$ cat config.mk
export PLATFORM = sky130hd
export DESIGN_NAME = qsys_device_fifo
export DESIGN_NICKNAME = d
export VERILOG_FILES = /design/src/rtl/qsys_device_fifo.sv
export SDC_FILE = /design/constraint.sdc
export NUM_CORES = 1
export LEC_CHECK = 0
export ABC_CLOCK_PERIOD_IN_PS = 3100
export BUFFER_PORTS_ARGS = -buffer_cell sky130_fd_sc_hd__buf_2
export CORE_UTILIZATION = 30
export CTS_CLUSTER_DIAMETER = 50
export DETAILED_ROUTE_END_ITERATION = 16
export GPL_ROUTABILITY_DRIVEN = 0
export MAX_ROUTING_LAYER = met4
export PLACE_DENSITY = 0.47
export SLEW_MARGIN = 20
export SYNTH_ARGS = -nofsm -noshare
export SYNTH_HDL_FRONTEND = slang
export SYNTH_SLANG_ARGS = --single-unit
$ cat constraint.sdc
create_clock -name csi_MCLK_clk -period 3.1 [get_ports csi_MCLK_clk]
set_clock_uncertainty 0.1 [all_clocks]
set_input_delay 0.62 -clock csi_MCLK_clk [delete_from_list [all_inputs] [get_ports csi_MCLK_clk]]
set_output_delay 0.62 -clock csi_MCLK_clk [all_outputs]
set_load 0.02 [all_outputs]
$ cat src/rtl/qsys_device_fifo.sv
// Byte FIFO behind a four-register memory-mapped slave, with a streaming
// drain port. Reads take two cycles; writes complete in one cycle.
module qsys_device_fifo #(
  parameter int address_size = 8,
  parameter int FIFO_DEPTH   = 16
) (
  input  logic                    csi_MCLK_clk,
  input  logic                    rsi_MRST_reset_n,
  input  logic [address_size-1:0] device_address,
  input  logic [7:0]              device_writedata,
  output logic [7:0]              device_readdata,
  input  logic                    device_write,
  input  logic                    device_read,
  output logic                    device_waitrequest,
  output logic [7:0]              st_data,
  output logic                    st_valid,
  input  logic                    st_ready
);

  localparam int PTR_W = $clog2(FIFO_DEPTH);
  localparam int CNT_W = PTR_W + 1;

  localparam logic [address_size-1:0] ADDR_DATA   = address_size'(0);
  localparam logic [address_size-1:0] ADDR_STATUS = address_size'(1);
  localparam logic [address_size-1:0] ADDR_COUNT  = address_size'(2);
  localparam logic [address_size-1:0] ADDR_CTRL   = address_size'(3);
  localparam logic [CNT_W-1:0]        CNT_FULL    = CNT_W'(FIFO_DEPTH);

  logic [7:0]       mem [FIFO_DEPTH];
  logic [PTR_W-1:0] wr_ptr;
  logic [PTR_W-1:0] rd_ptr;
  logic [CNT_W-1:0] count;
  logic             overflow;
  logic             underflow;
  logic             stream_en;
  logic             rd_ack;

  logic       empty;
  logic       full;
  logic       rd_first;
  logic       sel_data;
  logic       sel_status;
  logic       sel_ctrl;
  logic       dev_pop;
  logic       st_pop;
  logic       pop;
  logic       push_req;
  logic       push;
  logic       flush;
  logic [7:0] head;
  logic [7:0] rd_mux;

  assign empty    = (count == '0);
  assign full     = (count == CNT_FULL);
  // Stale storage never leaks out: the head reads as zero while empty.
  assign head     = empty ? 8'h00 : mem[rd_ptr];

  assign sel_data   = (device_address == ADDR_DATA);
  assign sel_status = (device_address == ADDR_STATUS);
  assign sel_ctrl   = (device_address == ADDR_CTRL);

  // First cycle of a read: the edge that captures readdata and pops DATA.
  assign rd_first           = device_read & ~rd_ack;
  assign device_waitrequest = rd_first;

  assign st_valid = stream_en & ~empty;
  assign st_data  = head;

  assign dev_pop  = rd_first & sel_data & ~stream_en & ~empty;
  assign st_pop   = st_valid & st_ready;
  assign pop      = dev_pop | st_pop;
  assign flush    = device_write & sel_ctrl & device_writedata[1];
  assign push_req = device_write & sel_data;
  // A simultaneous pop frees a slot, so a full FIFO still accepts the push.
  assign push     = push_req & (~full | pop) & ~flush;

  // NOTE: every path assigns a default first so no latch is inferred.
  always_comb begin
    rd_mux = 8'h00;
    case (device_address)
      ADDR_DATA:   rd_mux = head;
      ADDR_STATUS: rd_mux = {3'b000, stream_en, underflow, overflow, full, empty};
      ADDR_COUNT:  rd_mux = 8'(count);
      ADDR_CTRL:   rd_mux = {7'b0, stream_en};
      default:     rd_mux = 8'h00;
    endcase
  end

  // NOTE: storage has no reset; it is only observable through head, which is
  // masked while empty, so resetting it would add logic with no effect.
  always_ff @(posedge csi_MCLK_clk) begin
    if (push) mem[wr_ptr] <= device_writedata;
  end

  // NOTE: state uses non-blocking assignments so every register samples
  // pre-edge values regardless of statement order.
  always_ff @(posedge csi_MCLK_clk or negedge rsi_MRST_reset_n) begin
    if (!rsi_MRST_reset_n) begin
      wr_ptr          <= '0;
      rd_ptr          <= '0;
      count           <= '0;
      overflow        <= 1'b0;
      underflow       <= 1'b0;
      stream_en       <= 1'b0;
      rd_ack          <= 1'b0;
      device_readdata <= 8'h00;
    end else begin
      rd_ack <= rd_first;
      if (rd_first) device_readdata <= rd_mux;

      if (flush) begin
        wr_ptr <= '0;
        rd_ptr <= '0;
        count  <= '0;
      end else begin
        if (push) wr_ptr <= wr_ptr + 1'b1;
        if (pop)  rd_ptr <= rd_ptr + 1'b1;
        count <= count + CNT_W'(push) - CNT_W'(pop);
      end

      if (push_req & full & ~pop & ~flush)
        overflow <= 1'b1;
      else if (device_write & sel_status & device_writedata[2])
        overflow <= 1'b0;

      if (rd_first & sel_data & ~stream_en & empty)
        underflow <= 1'b1;
      else if (device_write & sel_status & device_writedata[3])
        underflow <= 1'b0;

      if (device_write & sel_ctrl) stream_en <= device_writedata[0];
    end
  end

endmodule
==> reports/qor.txt <==
Routed len/inst -> 21.7 um
Pin count of the biggest net entering global routing -> 26
Syn_nets -> 418
Residual DRC -> 0
Placed insts -> 712
Pleak -> 2.86 nW
DR vias -> 3785
Syn Std Cell Area -> 6680 um^2
Ranking of synthesized cells by area -> edfxtp_1, mux4_2, dfrtp_1
First-pass GRT wire length -> 24.1 mm
DPL Wire Length -> 11.1 mm
Total gr overflow -> 0
Relative slew slack -> 46.0%
EDFF count, synth -> 128
Die width -> 151 um
Initial antenna violation count -> 0
Status -> complete, no violations
FILL cells -> 2024
Worst-Skew Late Latency -> 0.42 ns
CTS buffer count -> 17
Max Cap Viol -> 0
Slack of the critical path -> 0.00257 ns
Yosys top cell area share -> 57.6%
Via density -> 5.03
Max frequency -> 323 MHz
Area leader, netlist -> edfxtp_1
Clk pin slew, worst setup/hold paths -> 0.06 ns
Total wire length -> 16.3 mm
Drt pass-1 iters -> 4
Worst-path fanout max -> 6
Multi-input gate area -> 2150 um^2
PD cells -> 705 nW/um^2
Crit path kind -> reg -> out
Final ANT Viol Nets -> 0
Synth unique cells -> 53
CTS H-tree lvls -> 4
Crit path cell chain -> buf_12 > mux4_2 > mux2_4 > nor2_2 > a211oi_1 > buf_2
Synth warn -> 0
RSZ-0062 raised after global routing -> true
Type of origin of the critical path -> flip-flop
Setup TNS -> 0 ns
CTS tree -> done
Synth Flop Type -> edfxtp_1
Power Total -> 5.75 mW
Async S/R FF share, synth -> 16.3%
# rows -> 54
CTS max path bufs -> 2
Initial Util -> 30.6%
DP Worst Slack -> -0.00231 ns
Area occupied by registers -> 4480 um^2
Die Y -> 151 um
Global-route usage over all layers -> 15.7%
Worst endpoint required time -> 2.38 ns
Final Slew Violations -> 0
Critical path endpoint category -> output pin
Ports -> 39
Layout area overhead -> 22.2%
Port bufs -> 38
Fin crit share -> 99.9%
Hold crit path type -> in -> async
Initial detailed-routing violation count -> 225
Critical path data arrival time -> 2.38 ns
Die ar. -> 22900 um^2
Final Util -> 37.4%
Worst slew pin tran -> 0.810 ns
Cell count after synthesis -> 385
Share of cells above drive strength 1 -> 36.9%
Final hold viol count -> 0
Crit-path slowest cell -> mux4_2
Register area share after synthesis -> 66.9%
CTS Hold Bufs -> 0
Post-route insts no fill -> 753
Worst vdd ir -> 0.314 mV
Setup violations, final -> 0
Fin crit period -> 3.10 ns
Fin nets -> 493
Critical path's largest stage delay -> 0.54 ns
Core area -> 21800 um^2
Count of state elements after synthesis -> 153
CTS Sinks -> 153
CTS root buf -> clkbuf_16
Mean post-synth cell area -> 17.3 um^2
Via count of the first global-routing pass -> 3825
## through the flow
step	area, um^2	hold WS [ns]
floorplan	6680	0.224
global placement	7380	0.394
detailed placement	7380	0.406
CTS	8060	0.116
global route	8160	0.131
finish	8160	0.0990
## flip-flops by register name, summed over array words and instances, names as in the netlist
name and flops:
wr_ptr 4, device_readdata 8, count 5, overflow 1, stream_en 1, mem 128
underflow 1, rd_ack 1, rd_ptr 4
## cell usage after synthesis (all sizes together) (5+ instances only)
cell      n
and2      6
ha       11
a21oi     8
nor2     17
nand3    10
o21ai     5
a22oi     5
o211ai    5
mux2     10
mux4     32
inv      14
edfxtp  128
and4b     6
nor3b     5
mux2i     9
dfrtp    25
a211oi    8
or4       5
nor2b     6
clkbuf    9
nand2     5
buf      10
## path summary, 6_finish.rpt
check	startpoint	to	slack (ns)	cells past startpoint
worst min-delay path	rsi_MRST_reset_n	count[1]	0.1	1
worst min register to register	device_readdata[7]	device_readdata[7]	0.43	2
min in group csi_MCLK_clk	device_readdata[7]	device_readdata[7]	0.43	2
worst max-delay path	rd_ptr[1]	st_data[2]	0.003	6
max in group asynchronous	rsi_MRST_reset_n	rd_ptr[3]	2.36	1
worst max register to register	count[2]	count[4]	0.17	15
## critical path, delay by kind of cell, from the launching register on
kind | cells | cell delay, ns
DFF | 1 | 0.52
buffers and inverters | 2 | 0.41
muxes | 2 | 0.86
AOI/OAI and AO/OA | 1 | 0.08
and+or+nand+nor | 1 | 0.08
## cell usage in the layout, fill, tap and decap left out, types with 3 or more instances in the layout
cell type and n:
a211oi_1 7, a21oi_1 8, a22o_1 3, a22oi_1 5, a32oi_1 3, and2_1 6, and4_1 4, and4b_1 6
buf_12 3, buf_2 35, buf_4 35, bufinv_16 3, clkbuf_16 18, clkinvlp_4 3, dfrtp_1 22, edfxtp_1 128
ha_1 11, inv_1 14, inv_6 3, mux2_2 4, mux2_4 6, mux2i_1 5, mux2i_2 3, mux4_2 32
nand2_1 5, nand3_1 9, nand4_1 4, nor2_1 15, nor2b_1 5, nor3b_1 3, nor4b_2 3, o211ai_2 5
o21ai_1 3, o31a_1 3, o31ai_1 4, or4_1 4
## power by group
group / internal [mW] / total, mW / switching [mW]
Sequential: 2.28 / 2.41 / 0.122
Combinational: 0.631 / 1.24 / 0.610
Clock: 1.27 / 2.10 / 0.832
## metal layers
metal | track usage, % | routed length, um | vias to the layer above
met5 | - | 0 | -
met4 | 4.70 | 142 | 0
met3 | 3.04 | 574 | 8
met2 | 23.9 | 8020 | 74
met1 | 21.2 | 7580 | 1989
li1 | - | - | 1714
## kinds of logic after synthesis
kind of cell               count (synthesis)  share of synthesized area (%)
adders and majority gates                 12                           2.36
and+or+nand+nor                           83                           8.54
AOI/OAI and AO/OA                         51                           5.90
xor gates and xnor gates                   2                          0.262
buffers and inverters                     33                           2.17
DFF                                      153                           66.9
muxes                                     51                           13.8
## repair_timing
action	4_1_cts	5_1_grt
pin swaps	0	1
buffers inserted	3	5
resized for setup	7	17
cloned	1	1
setup endpoints to repair	8	8
## final cells by class
cell class / count / share of cell area (%)
inverter: 14 / 0.644
timing repair buffer: 75 / 6.55
sequential: 153 / 54.9
antenna: 1 / 0.0307
multi-input combinational: 199 / 26.3
tap: 280 / 4.29
clock buffer: 18 / 5.26
clock inverter: 13 / 2.06
(Power assumes the default switching activity.)
